## src/rtl/axis_s2mm_framer.sv

```systemverilog
// -----------------------------------------------------------------------------
// axis_s2mm_framer
//
// Takes 128-bit sample beats from the weighting multiplier on AXI-Stream and
// forwards them to the S2MM DMA channel, cut into frames of a programmable
// beat count. tlast is generated when the frame length is reached or when the
// upstream marks an early end with s_axis_tlast. A 2-entry buffer absorbs DMA
// backpressure, so s_axis_tready depends only on registered state. Dropping
// enable lets the current frame finish before the block returns to idle.
//
// Ports
//   clk            clock, all logic on the rising edge
//   rst            asynchronous, active-high reset
//   enable         run request; low = finish current frame, then stop
//   frame_len      beats per frame, sampled at each frame start (0 -> 1)
//   s_axis_tdata   upstream beat data
//   s_axis_tvalid  upstream beat valid
//   s_axis_tlast   upstream end-of-frame (forces an early frame end)
//   s_axis_tready  framer can accept a beat
//   m_axis_tdata   beat to S2MM
//   m_axis_tkeep   byte enables, all ones while m_axis_tvalid is high
//   m_axis_tlast   last beat of a frame
//   m_axis_tvalid  output beat valid
//   m_axis_tready  S2MM accepts the beat
//   frame_count    frames completed downstream, wraps
//   busy           not idle, or beats still buffered
// -----------------------------------------------------------------------------
module axis_s2mm_framer #(
  parameter int DATA_W = 128,
  parameter int KEEP_W = DATA_W / 8,
  parameter int LEN_W  = 16
) (
  input  logic              clk,
  input  logic              rst,
  input  logic              enable,
  input  logic [LEN_W-1:0]  frame_len,
  input  logic [DATA_W-1:0] s_axis_tdata,
  input  logic              s_axis_tvalid,
  input  logic              s_axis_tlast,
  output logic              s_axis_tready,
  output logic [DATA_W-1:0] m_axis_tdata,
  output logic [KEEP_W-1:0] m_axis_tkeep,
  output logic              m_axis_tlast,
  output logic              m_axis_tvalid,
  input  logic              m_axis_tready,
  output logic [LEN_W-1:0]  frame_count,
  output logic              busy
);

  typedef enum logic [1:0] {
    IDLE = 2'd0,
    RUN  = 2'd1,
    STOP = 2'd2
  } state_t;

  state_t             state_q, state_d;
  logic [LEN_W-1:0]   len_q;
  logic [LEN_W-1:0]   beat_cnt;
  logic [LEN_W-1:0]   beat_cnt_d;
  logic [LEN_W-1:0]   len_load;

  // Buffer: each entry holds {last, data}.
  logic [DATA_W:0]    mem [2];
  logic               wr_ptr, rd_ptr;
  logic [1:0]         count;
  logic [DATA_W:0]    head;

  logic               push, pop, last_gen;

  // ---------------------------------------------------------------------------
  // Handshakes and frame boundary detection
  // ---------------------------------------------------------------------------
  assign s_axis_tready = ((state_q == RUN) || (state_q == STOP)) && (count != 2'd2);
  assign push          = s_axis_tvalid && s_axis_tready;
  assign pop           = m_axis_tvalid && m_axis_tready;
  assign last_gen      = s_axis_tlast || (beat_cnt == (len_q - LEN_W'(1)));
  assign len_load      = (frame_len == '0) ? LEN_W'(1) : frame_len;

  always_comb begin
    beat_cnt_d = beat_cnt;
    if (push) begin
      beat_cnt_d = last_gen ? '0 : beat_cnt + LEN_W'(1);
    end
  end

  // ---------------------------------------------------------------------------
  // Control FSM
  // ---------------------------------------------------------------------------
  // The RUN exit uses the post-handshake beat count so a beat accepted in the
  // same cycle enable drops is accounted for: if it closes the frame we go
  // straight to IDLE, otherwise STOP waits for the frame's last beat.
  always_comb begin
    state_d = state_q;
    case (state_q)
      IDLE: if (enable) state_d = RUN;
      RUN: begin
        if (!enable) state_d = (beat_cnt_d == '0) ? IDLE : STOP;
      end
      STOP: if (push && last_gen) state_d = IDLE;
      default: state_d = IDLE;
    endcase
  end

  // NOTE: sequential state uses non-blocking assignments so every register
  // samples the pre-edge values of the others, independent of block order.
  always_ff @(posedge clk or posedge rst) begin
    if (rst) begin
      state_q  <= IDLE;
      len_q    <= LEN_W'(1);
      beat_cnt <= '0;
    end else begin
      state_q  <= state_d;
      beat_cnt <= beat_cnt_d;
      if ((state_q == IDLE) && enable) begin
        len_q <= len_load;
      end else if (push && last_gen) begin
        len_q <= len_load;
      end
    end
  end

  // ---------------------------------------------------------------------------
  // 2-entry buffer
  // ---------------------------------------------------------------------------
  // NOTE: the storage array is deliberately not reset; an entry is only ever
  // observed while count says it is occupied, and outputs are gated by valid.
  always_ff @(posedge clk) begin
    if (push) begin
      mem[wr_ptr] <= {last_gen, s_axis_tdata};
    end
  end

  always_ff @(posedge clk or posedge rst) begin
    if (rst) begin
      wr_ptr <= 1'b0;
      rd_ptr <= 1'b0;
      count  <= 2'd0;
    end else begin
      if (push) wr_ptr <= ~wr_ptr;
      if (pop)  rd_ptr <= ~rd_ptr;
      case ({push, pop})
        2'b10:   count <= count + 2'd1;
        2'b01:   count <= count - 2'd1;
        default: count <= count;
      endcase
    end
  end

  assign head          = mem[rd_ptr];
  assign m_axis_tvalid = (count != 2'd0);
  assign m_axis_tdata  = m_axis_tvalid ? head[DATA_W-1:0] : '0;
  assign m_axis_tlast  = m_axis_tvalid && head[DATA_W];
  assign m_axis_tkeep  = {KEEP_W{m_axis_tvalid}};

  // ---------------------------------------------------------------------------
  // Status
  // ---------------------------------------------------------------------------
  always_ff @(posedge clk or posedge rst) begin
    if (rst) begin
      frame_count <= '0;
    end else if (pop && m_axis_tlast) begin
      frame_count <= frame_count + LEN_W'(1);
    end
  end

  assign busy = (state_q != IDLE) || (count != 2'd0);

endmodule
```

## config.mk

```make
export PLATFORM = sky130hd
export DESIGN_NAME = axis_s2mm_framer
export DESIGN_NICKNAME = d
export VERILOG_FILES = /design/src/rtl/axis_s2mm_framer.sv
export SDC_FILE = /design/constraint.sdc
export NUM_CORES = 1
export LEC_CHECK = 0
export BUFFER_PORTS_ARGS = -buffer_cell sky130_fd_sc_hd__buf_2
export CAP_MARGIN = 15
export CORE_ASPECT_RATIO = 1.2
export CORE_MARGIN = 2
export CORE_UTILIZATION = 45
export CTS_CLUSTER_SIZE = 28
export DETAILED_ROUTE_END_ITERATION = 8
export MAX_ROUTING_LAYER = met4
export PLACE_DENSITY = 0.72
export SYNTH_ARGS = -nofsm -noshare
export SYNTH_HDL_FRONTEND = slang
export SYNTH_SLANG_ARGS = --single-unit
```

## constraint.sdc

```tcl
create_clock -name clk -period 6.85 [get_ports clk]
set_clock_uncertainty 0.2 [all_clocks]
set_input_delay 0.3425 -clock clk [delete_from_list [all_inputs] [get_ports clk]]
set_output_delay 0.3425 -clock clk [all_outputs]
set_load 0.1 [all_outputs]
```

==> results of run 1 <==
==> layout make-up <==
type	instances	area (µm²)	share of cell area, %
inverter	16	60.06	0.3444
clock buffer	36	794.5	4.556
antenna	1	2.502	0.01435
tap	385	481.7	2.762
clock inverter	22	221.5	1.270
timing repair buffer	471	3143	18.02
sequential	312	9104	52.21
multi-input combinational	520	3631	20.82
==> worst max-delay path, delay by kind of cell, from the launching register on <==
family	cells	cell delay [ns]
flops	1	1.12
simple gates	1	0.21
buf+inv	2	1.16
mux	1	0.16
==> per-stage QoR <==
stage | util (%) | area, µm²
after global routing | 60.82 | 17440
after CTS | 60.69 | 17400
final | 60.82 | 17440
after detailed placement | 51.98 | 14900
after floorplan | - | 13070
after global placement | 51.98 | 14900
==> cells by family after synthesis <==
| group | count (synthesis) | share of synthesized area (%) |
|---|---|---|
| DFF | 312 | 69.66 |
| and+or+nand+nor | 269 | 9.281 |
| xor gates and xnor gates | 56 | 3.754 |
| buffers and inverters | 73 | 2.682 |
| AOI/OAI and AO/OA | 41 | 2.280 |
| muxes | 147 | 11.68 |
| adders and majority gates | 7 | 0.6704 |
==> registers in the layout (all words and copies together) (netlist names) <==
signal       cells
beat_cnt        16
frame_count     16
rd_ptr           1
mem            258
count            2
len_q           16
wr_ptr           1
state_q          2
==> worst max path at each step <==
stage                                 startpoint                    end  slack (ns)
final                         rd_ptr$_DFFE_PP0P_       m_axis_tdata[67]        2.97
after detailed placement    len_q[1]$_DFFE_PP0P_  len_q[15]$_DFFE_PP0P_        3.11
after global routing          rd_ptr$_DFFE_PP0P_       m_axis_tdata[67]        2.81
after CTS                   count[0]$_DFFE_PP0P_       m_axis_tdata[82]        2.84
after global placement      len_q[3]$_DFFE_PP0P_  len_q[14]$_DFFE_PP0P_        3.23
after floorplan           state_q[0]$_DFFE_PP0P_    mem[0][0]$_DFFE_PP_        1.48
==> layout by cell type, fill, tap and decap left out, types with 13 or more instances in the layout <==
cell / synthesis / layout
sky130_fd_sc_hd__nand2_1: 25 / 25
sky130_fd_sc_hd__xnor2_1: 39 / 39
sky130_fd_sc_hd__mux2i_1: 131 / 131
sky130_fd_sc_hd__xor2_1: 17 / 17
sky130_fd_sc_hd__inv_1: 14 / 13
sky130_fd_sc_hd__dlygate4sd3_1: 0 / 148
sky130_fd_sc_hd__edfxtp_1: 258 / 258
sky130_fd_sc_hd__nor3_1: 20 / 20
sky130_fd_sc_hd__buf_2: 1 / 313
sky130_fd_sc_hd__nor2_1: 167 / 165
sky130_fd_sc_hd__dfrtp_1: 53 / 52
sky130_fd_sc_hd__clkbuf_16: 0 / 31
==> cell usage after synthesis, types with 9 or more instances <==
master / instances / area share [%]
sky130_fd_sc_hd__buf_4: 16 / 0.92
sky130_fd_sc_hd__clkbuf_1: 30 / 0.86
sky130_fd_sc_hd__dfrtp_1: 53 / 10
sky130_fd_sc_hd__edfxtp_1: 258 / 59
sky130_fd_sc_hd__inv_1: 14 / 0.40
sky130_fd_sc_hd__mux2_4: 9 / 1.0
sky130_fd_sc_hd__mux2i_1: 131 / 10
sky130_fd_sc_hd__nand2_1: 25 / 0.72
sky130_fd_sc_hd__nand3_1: 12 / 0.46
sky130_fd_sc_hd__nand4_1: 9 / 0.43
sky130_fd_sc_hd__nor2_1: 167 / 4.8
sky130_fd_sc_hd__nor3_1: 20 / 0.77
sky130_fd_sc_hd__xnor2_1: 39 / 2.6
sky130_fd_sc_hd__xor2_1: 17 / 1.1
==> per-layer routing <==
layer  part of all wire [%]  track usage, %  wire length (µm)  up-vias
met5                      0               -                 0        -
met4                    2.8           6.573               898        0
met3                    7.5           4.350              2360       66
met2                     51           35.88             15970      348
met1                     39           24.34             12330     4313
li1                       -               -                 -     4178
==> what timing repair did <==
| action | 4_1_cts | 5_1_grt |
|---|---|---|
| hold buffers | 148 | 0 |
| endpoints found under the hold margin | 331 | 0 |
| setup endpoints to repair | 0 | 0 |
==> impl_metrics.xml, run 1 <==
<?xml version="1.0" encoding="UTF-8"?>
<metrics>
  <group name="layout">
    <metric name="drive_above_1_share" unit="%">28.69</metric>
    <metric name="stdcell_count" unit="">1763</metric>
    <metric name="fillCellCount" unit="">2123</metric>
    <metric name="finalNetCount" unit="">1509</metric>
    <metric name="synthToLayoutAreaGrowth" unit="%">33.48</metric>
  </group>
  <group name="worst_setup_path">
    <metric name="worstPathCellList" unit="">buf_4, mux2i_1, nor2_1, buf_2</metric>
    <metric name="regToRegEndpoint" unit="">len_q[15]$_DFFE_PP0P_</metric>
    <metric name="max_stage_delay" unit="ns">1.12</metric>
    <metric name="critical_path.slowest_cell" unit="">sky130_fd_sc_hd__dfrtp_4</metric>
    <metric name="crit_type" unit="">register to output port</metric>
    <metric name="startpoint_types" unit="">register</metric>
    <metric name="r2r_cells" unit="">10</metric>
    <metric name="setup.worst_path.end_class" unit="">output port</metric>
    <metric name="launching_point_of_the_worst_reg2reg_path" unit="">len_q[1]$_DFFE_PP0P_</metric>
    <metric name="r2r_setup_slack" unit="ns">3.41</metric>
    <metric name="worst-endpoint-arrival" unit="ns">3.33</metric>
    <metric name="critical_path_peak_fanout" unit="">61</metric>
    <metric name="required" unit="ns">6.31</metric>
  </group>
  <group name="yosys">
    <metric name="mappedNetlistArea" unit="mm²">0.01306</metric>
    <metric name="synth-async-reset-ratio" unit="%">17.31</metric>
    <metric name="synth_edf_count" unit="">258</metric>
    <metric name="synth_unique_cells" unit="">57</metric>
    <metric name="syn-instance-count" unit="">905</metric>
    <metric name="synthesis.area_per_instance" unit="µm²">14.44</metric>
    <metric name="synthFlopType" unit="">sky130_fd_sc_hd__edfxtp_1</metric>
    <metric name="synth-warning-count" unit="">0</metric>
    <metric name="synth-seq-area-share" unit="%">69.66</metric>
    <metric name="syn-num-nets" unit="">1062</metric>
    <metric name="synth_seq_cells" unit="">312</metric>
  </group>
  <group name="sta">
    <metric name="setup_tns" unit="ns">0</metric>
    <metric name="max_slew_margin" unit="%">24.30</metric>
    <metric name="slew_viol_final" unit="">0</metric>
    <metric name="fin_hold_ws" unit="ns">0.1642</metric>
    <metric name="timing.final.crit_share" unit="%">56.58</metric>
    <metric name="max_slew.worst_pin.slew" unit="ns">1.135</metric>
    <metric name="layout_min_cycle_time" unit="ns">3.876</metric>
    <metric name="clock.fmax" unit="GHz">0.2580</metric>
    <metric name="timing.final.setup_violations" unit="">0</metric>
    <metric name="final_critical_path_setup_slack" unit="ns">2.974</metric>
    <metric name="timing_hold_violations_final" unit="">0</metric>
    <metric name="rsz0062_at_grt" unit="">no</metric>
  </group>
  <group name="grt">
    <metric name="first_global_vias" unit="">9250</metric>
    <metric name="overall_fraction_of_global_route_tracks_in_use" unit="%">20.73</metric>
    <metric name="grt_first_pass_wirelength" unit="µm">48380</metric>
    <metric name="number_of_antenna_violations_at_the_first_check_in_global_routing" unit="">1</metric>
    <metric name="gr-total-overflow" unit="">0</metric>
    <metric name="grt_max_degree" unit="">87</metric>
  </group>
  <group name="placed_design">
    <metric name="post-place-ws" unit="ns">3.111</metric>
    <metric name="dp.cells" unit="">1554</metric>
    <metric name="portBuffers" unit="">313</metric>
    <metric name="final_gp_congestion" unit="">0.8616</metric>
    <metric name="half_perimeter_wire_length_after_detailed_placement" unit="µm">19140</metric>
  </group>
  <group name="die">
    <metric name="dieWidth" unit="µm">159.5</metric>
    <metric name="pin_count" unit="">314</metric>
    <metric name="die_y" unit="µm">190.6</metric>
    <metric name="die-area" unit="mm²">0.03042</metric>
    <metric name="start_util" unit="%">45.56</metric>
    <metric name="num_rows" unit="">68</metric>
    <metric name="placeableCoreArea" unit="mm²">0.02867</metric>
  </group>
  <group name="job">
    <metric name="drv_cap" unit="">0</metric>
  </group>
  <group name="clock_tree">
    <metric name="ctsResizeCount" unit="">0</metric>
    <metric name="clk-insertion-delay-late" unit="ns">0.56</metric>
    <metric name="numCtsBuffers" unit="">31</metric>
    <metric name="cts_post_setup_buffers_inserted" unit="">0</metric>
    <metric name="root_buffer_cell" unit="">sky130_fd_sc_hd__clkbuf_16</metric>
    <metric name="cts_tree" unit="">done</metric>
    <metric name="worst_setup_hold_path_clk_slew" unit="ns">0.06</metric>
    <metric name="cts.path.max_buffers" unit="">3</metric>
    <metric name="cts_num_sinks" unit="">312</metric>
    <metric name="cts-htree-levels" unit="">1</metric>
  </group>
  <group name="detailed_routing">
    <metric name="finalWirelength" unit="µm">31560</metric>
    <metric name="post_drt_via_cell_ratio" unit="">5.051</metric>
    <metric name="post_drt_wl_per_cell" unit="µm">17.90</metric>
    <metric name="routed-via-count" unit="">8905</metric>
    <metric name="drtIter0Drc" unit="">671</metric>
    <metric name="antenna_violating_nets_post_route" unit="">0</metric>
    <metric name="drc" unit="">0</metric>
    <metric name="detailedRoute.firstPassIterationCount" unit="">5</metric>
  </group>
  <group name="worst_hold_path">
    <metric name="worst_hold_path_type" unit="">input pin to register</metric>
    <metric name="holdPathStages" unit="">5</metric>
    <metric name="worst_hold_startpoint" unit="">s_axis_tvalid</metric>
    <metric name="min_delay_worst_endpoint" unit="">beat_cnt[5]$_DFF_PP0_</metric>
  </group>
  <group name="run_status">
    <metric name="run_status" unit="">finished clean</metric>
  </group>
</metrics>
Power of run 1 is not shown: default switching activity piles up to over one toggle a cycle in this logic, so the estimate is an artifact.
==> inputs of run 2 (changes only) <==
==> constraint.sdc (replaced) <==
create_clock -name clk -period 3.2 [get_ports clk]
set_clock_uncertainty 0.2 [all_clocks]
set_input_delay 0.16 -clock clk [delete_from_list [all_inputs] [get_ports clk]]
set_output_delay 0.16 -clock clk [all_outputs]
set_load 0.1 [all_outputs]
==> run 2 against run 1 <==
Compared with the run above: first-iteration DRC count grew 5.7%; final area grew 1.6%; global-route usage grew 1.9 points; final cell count is 1.0% higher; clock-buffer cell count rose by 7; non-clock buffer count up 15; setup slack lost 2.8 ns; worst hold slack improved by 0.0047 ns; critical path depth rose by 5; wire length rose by 7.6%; utilization increased by 0.99 points; via count grew 3.1%; critical endpoint is now len_q[14]$_DFFE_PP0P_.
==> impl_metrics.xml, run 2 (synthesis results as in run 1) <==
<?xml version="1.0" encoding="UTF-8"?>
<metrics>
  <group name="sta">
    <metric name="timing.final.crit_share" unit="%">94.12</metric>
    <metric name="fin_hold_ws" unit="ns">0.1689</metric>
    <metric name="timing.final.setup_violations" unit="">0</metric>
    <metric name="slew_viol_final" unit="">0</metric>
    <metric name="rsz0062_at_grt" unit="">no</metric>
    <metric name="setup_tns" unit="ns">0</metric>
    <metric name="clock.fmax" unit="GHz">0.3320</metric>
    <metric name="timing_hold_violations_final" unit="">0</metric>
    <metric name="max_slew.worst_pin.slew" unit="ns">0.8661</metric>
    <metric name="final_critical_path_setup_slack" unit="ns">0.1883</metric>
    <metric name="max_slew_margin" unit="%">42.18</metric>
    <metric name="layout_min_cycle_time" unit="ns">3.012</metric>
  </group>
  <group name="detailed_routing">
    <metric name="routed-via-count" unit="">9185</metric>
    <metric name="post_drt_via_cell_ratio" unit="">5.157</metric>
    <metric name="drc" unit="">0</metric>
    <metric name="finalWirelength" unit="µm">33950</metric>
    <metric name="drtIter0Drc" unit="">709</metric>
    <metric name="antenna_violating_nets_post_route" unit="">0</metric>
    <metric name="post_drt_wl_per_cell" unit="µm">19.06</metric>
    <metric name="detailedRoute.firstPassIterationCount" unit="">5</metric>
  </group>
  <group name="die">
    <metric name="num_rows" unit="">68</metric>
    <metric name="start_util" unit="%">45.56</metric>
    <metric name="pin_count" unit="">314</metric>
    <metric name="die_y" unit="µm">190.6</metric>
    <metric name="dieWidth" unit="µm">159.5</metric>
    <metric name="placeableCoreArea" unit="mm²">0.02867</metric>
    <metric name="die-area" unit="mm²">0.03042</metric>
  </group>
  <group name="grt">
    <metric name="first_global_vias" unit="">9547</metric>
    <metric name="grt_first_pass_wirelength" unit="µm">51740</metric>
    <metric name="overall_fraction_of_global_route_tracks_in_use" unit="%">22.59</metric>
    <metric name="number_of_antenna_violations_at_the_first_check_in_global_routing" unit="">2</metric>
    <metric name="grt_max_degree" unit="">131</metric>
    <metric name="gr-total-overflow" unit="">0</metric>
  </group>
  <group name="clock_tree">
    <metric name="cts_tree" unit="">done</metric>
    <metric name="cts-htree-levels" unit="">2</metric>
    <metric name="cts.path.max_buffers" unit="">3</metric>
    <metric name="root_buffer_cell" unit="">sky130_fd_sc_hd__clkbuf_16</metric>
    <metric name="cts_num_sinks" unit="">312</metric>
    <metric name="worst_setup_hold_path_clk_slew" unit="ns">0.06</metric>
    <metric name="clk-insertion-delay-late" unit="ns">0.51</metric>
    <metric name="numCtsBuffers" unit="">34</metric>
  </group>
  <group name="worst_setup_path">
    <metric name="critical_path.slowest_cell" unit="">sky130_fd_sc_hd__dfrtp_1</metric>
    <metric name="crit_path_start" unit="">len_q[6]$_DFFE_PP0P_</metric>
    <metric name="startpoint_types" unit="">register</metric>
    <metric name="critical_path_peak_fanout" unit="">16</metric>
    <metric name="r2r_cells" unit="">9</metric>
    <metric name="required" unit="ns">3.40</metric>
    <metric name="critPathBufInv" unit="">1</metric>
    <metric name="worst-endpoint-arrival" unit="ns">3.21</metric>
    <metric name="launching_point_of_the_worst_reg2reg_path" unit="">len_q[6]$_DFFE_PP0P_</metric>
    <metric name="worstPathCellList" unit="">nor4_4, nand4_2, or3b_1, a211oi_2, o31ai_1, o31ai_4, a21oi_2, buf_12, mux2_1</metric>
    <metric name="regToRegEndpoint" unit="">len_q[14]$_DFFE_PP0P_</metric>
    <metric name="max_stage_delay" unit="ns">0.44</metric>
    <metric name="r2r_setup_slack" unit="ns">0.19</metric>
    <metric name="crit_type" unit="">register to register</metric>
    <metric name="cpLargestDelayFamily" unit="">simple AND/OR/NAND/NOR gates</metric>
    <metric name="setup.worst_path.end_class" unit="">register</metric>
  </group>
  <group name="layout">
    <metric name="most-common-layout-cells" unit="">sky130_fd_sc_hd__buf_2 (313), sky130_fd_sc_hd__edfxtp_1 (258), sky130_fd_sc_hd__nor2_1 (164)</metric>
    <metric name="drive_above_1_share" unit="%">29.70</metric>
    <metric name="layout.cells.most_common" unit="">sky130_fd_sc_hd__buf_2</metric>
    <metric name="register_bank_with_the_most_flops" unit="">mem</metric>
    <metric name="largest_register_ffs" unit="">258</metric>
    <metric name="finalNetCount" unit="">1527</metric>
    <metric name="synthToLayoutAreaGrowth" unit="%">35.65</metric>
  </group>
  <group name="worst_hold_path">
    <metric name="worst_hold_startpoint" unit="">s_axis_tdata[68]</metric>
    <metric name="holdPathStages" unit="">2</metric>
    <metric name="min_delay_worst_endpoint" unit="">mem[0][68]$_DFFE_PP_</metric>
    <metric name="worst_hold_path_type" unit="">input pin to register</metric>
  </group>
  <group name="placed_design">
    <metric name="portBuffers" unit="">313</metric>
    <metric name="post-place-ws" unit="ns">0.1170</metric>
    <metric name="final_gp_congestion" unit="">0.8077</metric>
    <metric name="half_perimeter_wire_length_after_detailed_placement" unit="µm">20390</metric>
  </group>
  <group name="job">
    <metric name="drv_cap" unit="">0</metric>
  </group>
  <group name="run_status">
    <metric name="run_status" unit="">finished clean</metric>
  </group>
</metrics>
==> run 2: cell count changes in the layout (fill, tap and decap cells not counted), sizes merged <==
cell / change
buf: +14
diode: +1
clkbuf: +7
clkinv: +5
dlygate4sd3: +1
clkinvlp: -5
bufinv: -3
inv: -2
==> run 2: layout make-up <==
class                           count  area [µm²]
Antenna cell                        2       5.005
Clock buffer                       43       905.9
Clock inverter                     17       125.1
Fill cell                        2106       10950
Inverter                           16       60.06
Multi-Input combinational cell    520        3664
Sequential cell                   312        9104
Tap cell                          385       481.7
Timing Repair Buffer              486        3376
==> run 2: worst register-to-register path: stages (launching register included) <==
cell and delay (ns):
sky130_fd_sc_hd__dfrtp_1 0.44, sky130_fd_sc_hd__nor4_4 0.41, sky130_fd_sc_hd__nand4_2 0.21, sky130_fd_sc_hd__or3b_1 0.44, sky130_fd_sc_hd__a211oi_2 0.24, sky130_fd_sc_hd__o31ai_1 0.14, sky130_fd_sc_hd__o31ai_4 0.23, sky130_fd_sc_hd__a21oi_2 0.11
sky130_fd_sc_hd__buf_12 0.17, sky130_fd_sc_hd__mux2_1 0.32
==> run 2: through the flow <==
step	cell area (µm²)	instances	util (%)
finish	17720	1781	61.80
global route	17720	1781	61.80
CTS	17700	1778	61.74
detailed placement	15180	1569	52.95
global placement	15180	1569	52.95
floorplan	13110	905	-
==> run 2: metal layers <==
layer | wire, µm | vias up | GRT usage, %
li1 | - | 4212 | -
met1 | 13030 | 4530 | 26.47
met2 | 17230 | 376 | 38.06
met3 | 2620 | 67 | 5.546
met4 | 1062 | 0 | 8.182
met5 | 0 | - | -
==> run 2: timing repair <==
item	in CTS	in global routing
hold endpoints to repair	315	0
hold buffers	149	0
resized for setup	0	2
setup endpoints to repair	0	29
setup buffers	0	1
==> run 2: worst max-delay path by stage <==
stage	to	slack (ns)	cells after the start
global route	len_q[14]$_DFFE_PP0P_	0.05	9
finish	len_q[14]$_DFFE_PP0P_	0.19	9
floorplan	mem[0][0]$_DFFE_PP_	-0.45	7
global placement	len_q[14]$_DFFE_PP0P_	0.14	9
CTS	beat_cnt[10]$_DFF_PP0_	0.07	11
detailed placement	beat_cnt[10]$_DFF_PP0_	0.12	11
Power of run 2 is left out for the same reason.
